`src/rtl/freq_div3_monitor.sv`:
```
`default_nettype none
// ============================================================================
// Module   : freq_div3_monitor
// Function : Sits directly after the divide-by-3 counter. Checks the
//            0->1->2->0 phase sequence every cycle. Emits a qualified
//            one-cycle tick for each F/3 period and counts those periods.
//            Reports lock status and a sticky sequence-error flag.
// Revision : 1.0 - initial release
// ============================================================================
module freq_div3_monitor #(
  parameter int unsigned LOCK_CYCLES = 4,   // good wraps needed to lock (1..15)
  parameter int unsigned CNT_W       = 16   // width of period_cnt
) (
  input  logic             clk,
  input  logic             rst,
  input  logic             start,
  input  logic [1:0]       div_count,
  input  logic             err_clr,
  output logic             tick,
  output logic [CNT_W-1:0] period_cnt,
  output logic             locked,
  output logic             err,
  output logic [1:0]       fsm_state
);

  typedef enum logic [1:0] {
    ST_IDLE  = 2'd0,
    ST_ACQ   = 2'd1,
    ST_LOCK  = 2'd2,
    ST_FAULT = 2'd3
  } state_t;

  localparam logic [3:0] c_LOCK_TARGET = 4'(LOCK_CYCLES);

  state_t           state_q, state_d;
  logic             start_q;
  logic [1:0]       cnt_q;
  logic             chk_en_q;
  logic [3:0]       good_cnt_q, good_cnt_d;
  logic             tick_q, tick_d;
  logic [CNT_W-1:0] period_cnt_q, period_cnt_d;
  logic             err_q, err_d;

  logic [1:0]       exp_cnt;
  logic             mismatch;
  logic             good_wrap;

  // Predict this edge's divider value from last edge's sample.
  // The divider has no reset, so nothing is judged until chk_en_q is set.
  always_comb begin
    exp_cnt = 2'd0;
    if (start_q) begin
      exp_cnt = (cnt_q == 2'd2) ? 2'd0 : cnt_q + 2'd1;
    end
    mismatch  = chk_en_q && ((div_count != exp_cnt) || (div_count == 2'd3));
    good_wrap = chk_en_q && start_q && (cnt_q == 2'd2) && (div_count == 2'd0);
  end

  // Next-state logic. A mismatch always wins over err_clr and over a start drop.
  always_comb begin
    state_d      = state_q;
    good_cnt_d   = good_cnt_q;
    tick_d       = 1'b0;
    period_cnt_d = period_cnt_q;
    err_d        = err_q;
    case (state_q)
      ST_IDLE: begin
        if (mismatch) begin
          state_d = ST_FAULT;
          err_d   = 1'b1;
        end else if (start_q) begin
          state_d    = ST_ACQ;
          good_cnt_d = 4'd0;
        end
      end
      ST_ACQ: begin
        if (mismatch) begin
          state_d = ST_FAULT;
          err_d   = 1'b1;
        end else if (!start_q) begin
          state_d    = ST_IDLE;
          good_cnt_d = 4'd0;
        end else if (good_wrap) begin
          tick_d       = 1'b1;
          period_cnt_d = period_cnt_q + CNT_W'(1);
          good_cnt_d   = good_cnt_q + 4'd1;
          if ((good_cnt_q + 4'd1) == c_LOCK_TARGET) begin
            state_d = ST_LOCK;
          end
        end
      end
      ST_LOCK: begin
        if (mismatch) begin
          state_d = ST_FAULT;
          err_d   = 1'b1;
        end else if (!start_q) begin
          state_d = ST_IDLE;
        end else if (good_wrap) begin
          tick_d       = 1'b1;
          period_cnt_d = period_cnt_q + CNT_W'(1);
        end
      end
      ST_FAULT: begin
        // Leaving FAULT restarts acquisition from scratch and clears the count.
        if (err_clr && !mismatch) begin
          state_d      = start_q ? ST_ACQ : ST_IDLE;
          good_cnt_d   = 4'd0;
          period_cnt_d = '0;
          err_d        = 1'b0;
        end
      end
      default: begin
        state_d = ST_IDLE;
      end
    endcase
  end

  // State and sample registers with synchronous reset.
  always_ff @(posedge clk) begin
    if (rst) begin
      state_q      <= ST_IDLE;
      start_q      <= 1'b0;
      cnt_q        <= 2'd0;
      chk_en_q     <= 1'b0;
      good_cnt_q   <= 4'd0;
      tick_q       <= 1'b0;
      period_cnt_q <= '0;
      err_q        <= 1'b0;
    end else begin
      state_q      <= state_d;
      start_q      <= start;
      cnt_q        <= div_count;
      chk_en_q     <= 1'b1;
      good_cnt_q   <= good_cnt_d;
      tick_q       <= tick_d;
      period_cnt_q <= period_cnt_d;
      err_q        <= err_d;
    end
  end

  assign tick       = tick_q;
  assign period_cnt = period_cnt_q;
  assign locked     = (state_q == ST_LOCK);
  assign err        = err_q;
  assign fsm_state  = state_q;

endmodule
`default_nettype wire

```
`config.mk`:
```
export PLATFORM = sky130hd
export DESIGN_NAME = freq_div3_monitor
export DESIGN_NICKNAME = d
export VERILOG_FILES = /design/src/rtl/freq_div3_monitor.sv
export SDC_FILE = /design/constraint.sdc
export NUM_CORES = 1
export LEC_CHECK = 0
export BUFFER_PORTS_ARGS = -buffer_cell sky130_fd_sc_hd__buf_4
export CAP_MARGIN = 20
export CORE_ASPECT_RATIO = 1.75
export CORE_UTILIZATION = 35
export CTS_CLUSTER_DIAMETER = 120
export DETAILED_ROUTE_END_ITERATION = 8
export SLEW_MARGIN = 20
export SYNTH_ARGS = -nofsm -noshare
export SYNTH_HDL_FRONTEND = slang
export SYNTH_SLANG_ARGS = --single-unit
export TNS_END_PERCENT = 10
```
`constraint.sdc`:
```
create_clock -name clk -period 3.7 [get_ports clk]
set_input_delay 0.74 -clock clk [delete_from_list [all_inputs] [get_ports clk]]
set_output_delay 0.74 -clock clk [all_outputs]
set_load 0.01 [all_outputs]
```
==> results of run 1 <==
## per-stage QoR
stage	area [sq um]	setup slack (ns)	total power, mW
final	1930	1.42	0.757
after global routing	1930	1.22	0.803
after CTS	1930	1.43	0.770
after detailed placement	1860	1.22	0.523
after global placement	1860	1.26	0.521
after floorplan	1630	1.59	0.490
## placed cells by master, fill, tap and decap left out, types with 2 or more instances in the layout
master | netlist | final
a21oi_1 | 18 | 18
a22oi_1 | 2 | 2
and2_4 | 2 | 2
and3_1 | 2 | 2
and3b_1 | 2 | 2
buf_4 | 0 | 27
clkbuf_8 | 0 | 3
dfxtp_1 | 28 | 28
ha_1 | 8 | 8
inv_1 | 8 | 8
mux2i_1 | 3 | 3
nand2_1 | 13 | 13
nand2b_1 | 2 | 2
nand3_1 | 11 | 11
nand3b_1 | 2 | 2
nand4_1 | 5 | 5
nor2_1 | 8 | 8
nor2b_1 | 7 | 7
nor3_1 | 2 | 2
nor3b_2 | 2 | 2
nor4_1 | 2 | 2
o21ai_0 | 3 | 3
o21ai_1 | 10 | 10
o31ai_1 | 7 | 7
or3_1 | 9 | 9
or4_1 | 6 | 6
## layer usage
| metal | track usage (%) | part of all wire, % |
|---|---|---|
| met2 | 31.0 | 56 |
| met4 | 6.58 | 1.4 |
| met5 | 0 | 0 |
| met3 | 1.48 | 2.3 |
| met1 | 19.0 | 40 |
## final timing paths
path	start	endpoint	slack, ns	cells past startpoint
setup / recovery	start_q	period_cnt[14]	1.42	5
hold / removal	good_cnt_q[3]	good_cnt_q[3]	0.48	2
setup reg to reg	start_q	period_cnt[14]	1.42	5
hold reg to reg	good_cnt_q[3]	good_cnt_q[3]	0.48	2
## cells by family after synthesis
| family | Yosys count | share of synthesized area (%) |
|---|---|---|
| xor gates and xnor gates | 1 | 0.536 |
| AOI/OAI and AO/OA | 51 | 20.4 |
| and+or+nand+nor | 82 | 31.3 |
| adders and majority gates | 8 | 6.13 |
| buffers and inverters | 15 | 4.52 |
| DFF | 28 | 34.3 |
| muxes | 4 | 2.76 |
## registers in the layout, summed over array words and instances, names as in the netlist
register	count
period_cnt	16
good_cnt_q	4
cnt_q	2
fsm_state	2
chk_en_q	1
err	1
start_q	1
tick	1
## worst reg2reg max path: stages (launching register included)
cell     delay, ns
dfxtp_1       0.59
nor2b_1       0.32
o31a_2        0.26
nand4_4       0.31
or4_1         0.59
a21oi_1       0.14
## layout make-up
type                       instances  area (sq um)
clock inverter                     1          30.0
inverter                           8          30.0
sequential                        28           561
timing repair buffer              27           203
multi-input combinational        146           998
fill                             464          2520
clock buffer                       3          41.3
tap                               51          63.8
## power by group through the flow
stage / Clock [mW] / Sequential (mW) / Combinational, mW
6_report: 0.244 / 0.320 / 0.193
3_3_place_gp: 0 / 0.327 / 0.194
2_1_floorplan: 0 / 0.327 / 0.164
5_1_grt: 0.265 / 0.323 / 0.216
3_5_place_dp: 0 / 0.328 / 0.196
4_1_cts: 0.253 / 0.320 / 0.196
==> run_results.csv, run 1 <==
group,metric,value,unit
outcome,outcome,"complete, no violations",
final_layout,drive_gt1_share,21.6,%
cts,cts_tree,"yes",
place,place.detailed.hpwl,2.80,mm
detailed_routing,detail-route-antenna-nets,0,
yosys,synth_edf_count,0,
floorplanning,rows,32,
yosys,ys_warn_count,0,
detailed_routing,drt_iter0_markers,26,
timing,max_freq,439,MHz
place,dp_cells,260,
yosys,synth-seq-cells,28,
pwr,power.share.switching,29.9,%
detailed_routing,drc_errors,0,
cts,cts_setup_buffers,0,
yosys,synth_area,1630,sq um
global_route,grt_pass1_vias,1436,
global_route,grt_antenna_before_repair,0,
timing,period_share,61.6,%
final_layout,areaGrowthSynthToFinish,18.0,%
detailed_routing,post_drt_wl_per_cell,13.7,microns
yosys,async_reset_ff_share,0,%
setup_path,path_delay_family,"simple AND/OR/NAND/NOR gates",
floorplanning,core-area,4440,sq um
yosys,synth_fp_nets,203,
floorplanning,die-area,4950,sq um
detailed_routing,vias,1496,
floorplanning,die_w,53.6,microns
floorplanning,initial_core_util,36.7,%
timing,skew,0.00393,ns
cts,htreeDepth,1,
yosys,ys_seq_area_share,34.3,%
place,io_buffers,26,
cts,cts_buffers,3,
setup_path,critPathCaptureType,"register",
setup_path,cp_cell_sequence,"nor2b_1 -> o31a_2 -> nand4_4 -> or4_1 -> a21oi_1",
setup_path,arrival,2.50,ns
yosys,synth_ff_type,"dfxtp_1",
setup_path,crit_path_max_incr_delay,0.59,ns
timing,drv_slew,0,
pwr,powerDensity,393,nW/um^2
cts,ctsResizeCount,0,
pwr,internal_power,531,uW
floorplanning,die_y,92.4,microns
setup_path,worstSetupStartpointType,"register",
yosys,syn_avg_cell_area,8.64,sq um
timing,hold_violations,0,
timing,worst_slew_pin_slew,0.514,ns
place,gp_congestion,0.792,
setup_path,crit_fanout,28,
pwr,p_comb_share,25.5,%
final_layout,final_util,43.4,%
global_route,grt-ovfl-total,0,
yosys,netlist_instances,189,
cts,cts_sinks,28,
final_layout,instances_no_fill,264,
global_route,grt_use_total,17.0,%
yosys,synth_top_cells_by_count,"dfxtp_1, a21oi_1, nand2_1",
pwr,p_leak,0.737,nW
pwr,ir_worst_vdd,0.204,mV
timing,fin_setup_tns,0,ns
setup_path,required,3.92,ns
floorplanning,io_pins,27,
min_path,hold_class,"register to register",
pwr,p_clk_share,32.3,%
timing,whs,0.481,ns
detailed_routing,via_per_inst,5.67,
timing,max_slew_margin,65.6,%
setup_path,crit_slowest_cell,"dfxtp_1",
yosys,yosysTopAreaCellShare,34.3,%
run,drv_cap,0,
yosys,synth_cell_types,48,
pwr,p_seq_share,42.3,%
timing,fin_crit,2.28,ns
cts,clk_pin_slew,0.10,ns
detailed_routing,first_pass_iters,4,
detailed_routing,drt-total-wl,3.63,mm
cts,ctsRootBufferMaster,"clkbuf_8",
timing,setup_violations,0,
yosys,synth_top_cell_by_area,"dfxtp_1",
final_layout,n_antenna_cell,0,
global_route,grt_pass1_wl,6.40,mm
pwr,switchingPower,227,uW
timing,rsz0062_at_grt,"false",
cts,clock_latency,0.28,ns
yosys,synth.top_cells.by_area,"dfxtp_1, ha_1, a21oi_1, or3_1, nand3_1",
yosys,synth_most_common_cell,"dfxtp_1",
cts,clock_path_buffers,2,
setup_path,path_class,"register to register",
global_route,grt_max_degree,29,
final_layout,nNetsFinal,228,
cts,hold_buffers,0,
setup_path,worst-path-buf-inv,0,
Power figures use the tool's default switching activity.
==> inputs of run 2 (changes only) <==
==> constraint.sdc (replaced) <==
create_clock -name clk -period 2.09 [get_ports clk]
set_input_delay 0.418 -clock clk [delete_from_list [all_inputs] [get_ports clk]]
set_output_delay 0.418 -clock clk [all_outputs]
set_load 0.01 [all_outputs]
==> run_results.csv, run 2 (same netlist as run 1, synthesis figures left out) <==
group,metric,value,unit
cts,cts_sinks,28,
run,drv_cap,0,
cts,clock_path_buffers,2,
outcome,outcome,"complete, no violations",
pwr,power.share.switching,29.8,%
pwr,p_comb_share,29.2,%
detailed_routing,post_drt_wl_per_cell,14.1,microns
place,place.detailed.hpwl,3.03,mm
global_route,grt_antenna_before_repair,0,
floorplanning,core-area,4440,sq um
floorplanning,io_pins,27,
cts,htreeDepth,1,
setup_path,worstSetupStartpointType,"register",
timing,fin_crit,1.95,ns
setup_path,path_class,"register to register",
setup_path,critPathCaptureType,"register",
floorplanning,die_w,53.6,microns
pwr,p_total,1.42,mW
detailed_routing,detail-route-antenna-nets,0,
timing,drv_slew,0,
final_layout,areaGrowthSynthToFinish,25.5,%
final_layout,final_common_cell,"buf_4",
cts,hold_buffers,0,
floorplanning,initial_core_util,36.7,%
detailed_routing,drc_errors,0,
timing,hold_violations,0,
final_layout,drive_gt1_share,28.5,%
floorplanning,rows,32,
setup_path,timing.rr.end,"good_cnt_q[2]",
cts,clock_latency,0.28,ns
timing,worst_slew_pin_slew,0.334,ns
final_layout,largest_reg_flops,16,
detailed_routing,top_layer,"met4",
cts,ctsRootBufferMaster,"clkbuf_8",
pwr,internal_power,994,uW
setup_path,rr_worst_depth,7,
pwr,p_clk_share,31.0,%
final_layout,final_util,46.1,%
floorplanning,die-area,4950,sq um
timing,skew,0.0103,ns
pwr,p_leak,0.808,nW
detailed_routing,via_per_inst,5.59,
setup_path,arrival,2.17,ns
global_route,grt_pass1_vias,1530,
setup_path,r2r_start,"fsm_state[1]",
setup_path,worstSetupEndpoint,"good_cnt_q[2]",
detailed_routing,met2_wirelength,2.16,mm
global_route,grt-ovfl-total,0,
cts,cts_buffers,3,
global_route,grt_max_degree,17,
setup_path,crit_fanout,7,
timing,setup_violations,0,
final_layout,n_antenna_cell,0,
timing,period_share,93.2,%
floorplanning,die_y,92.4,microns
setup_path,ff2ff_setup_slack,0.14,ns
global_route,grt_use_total,17.8,%
place,io_buffers,26,
detailed_routing,drt-total-wl,3.92,mm
timing,max_freq,513,MHz
timing,max_slew_margin,77.6,%
place,gp_congestion,0.828,
setup_path,required,2.31,ns
pwr,ir_worst_vdd,0.376,mV
pwr,powerDensity,691,nW/um^2
final_layout,layout_common_cells,"buf_4, dfxtp_1, a21oi_1",
pwr,p_seq_share,39.8,%
detailed_routing,wirelength_met1,1.55,mm
timing,rsz0062_at_grt,"true",
cts,cts_tree,"yes",
setup_path,startpoint,"fsm_state[1]",
global_route,grt_pass1_wl,6.61,mm
min_path,hold_class,"primary input to register",
pwr,switchingPower,422,uW
detailed_routing,drt_iter0_markers,26,
detailed_routing,vias,1561,
detailed_routing,wl_met3,102,microns
final_layout,nNetsFinal,243,
detailed_routing,first_pass_iters,4,
cts,clk_pin_slew,0.11,ns
-- run 2: cell count changes in the layout (fill, tap and decap cells not counted), sizes merged --
cell	previous run	this run
buf	27	42
-- run 2: stage by stage --
stage / std cells / setup WS (ns) / area, sq um / TNS [ns] / hold slack, ns
floorplan: 189 / 0.0643 / 1630 / 0 / 0.443
global placement: 275 / 0.0789 / 1970 / 0 / 0.455
detailed placement: 275 / 0.0831 / 1970 / 0 / 0.463
CTS: 279 / 0.0652 / 2040 / 0 / 0.334
global route: 279 / -0.00893 / 2050 / -0.00893 / 0.342
finish: 279 / 0.142 / 2050 / 0 / 0.342
-- run 2: critical path, cell delays in order (launching register included) --
cell and delay, ns:
dfxtp_2 0.35, inv_1 0.08, buf_4 0.13, ha_1 0.29, nand2_1 0.13, or4b_2 0.61, nor4_1 0.17, o21bai_1 0.14
-- run 2: metal layers --
metal,track usage (%),up-vias
li1,-,787
met1,18.5,734
met2,33.1,30
met3,1.64,10
met4,8.99,0
met5,0,-
-- run 2: what timing repair did --
item,4_1_cts,5_1_grt
gates resized for setup,0,5
setup endpoints to repair,0,11
setup buffers,0,0
-- run 2: worst min path at each step --
stage / from / slack (ns) / cells past startpoint / to
CTS: start / 0.33 / 2 / start_q
detailed placement: good_cnt_q[3] / 0.46 / 2 / good_cnt_q[3]
finish: start / 0.34 / 2 / start_q
global route: start / 0.34 / 2 / start_q
floorplan: good_cnt_q[3] / 0.44 / 2 / good_cnt_q[3]
global placement: good_cnt_q[3] / 0.46 / 2 / good_cnt_q[3]
-- run 2: layout make-up --
type	instances	area [sq um]
Tap cell	51	63.8
Inverter	8	30.0
Fill cell	433	2390
Clock buffer	3	41.3
Clock inverter	1	30.0
Multi-Input combinational cell	146	1010
Sequential cell	28	563
Timing Repair Buffer	42	315
-- run 2: power by group through the flow --
stage | Combinational, mW | Clock [mW] | Sequential, mW
6_report | 0.413 | 0.439 | 0.564
5_1_grt | 0.457 | 0.479 | 0.566
4_1_cts | 0.412 | 0.458 | 0.562
3_5_place_dp | 0.410 | 0 | 0.574
3_3_place_gp | 0.410 | 0 | 0.573
2_1_floorplan | 0.289 | 0 | 0.578
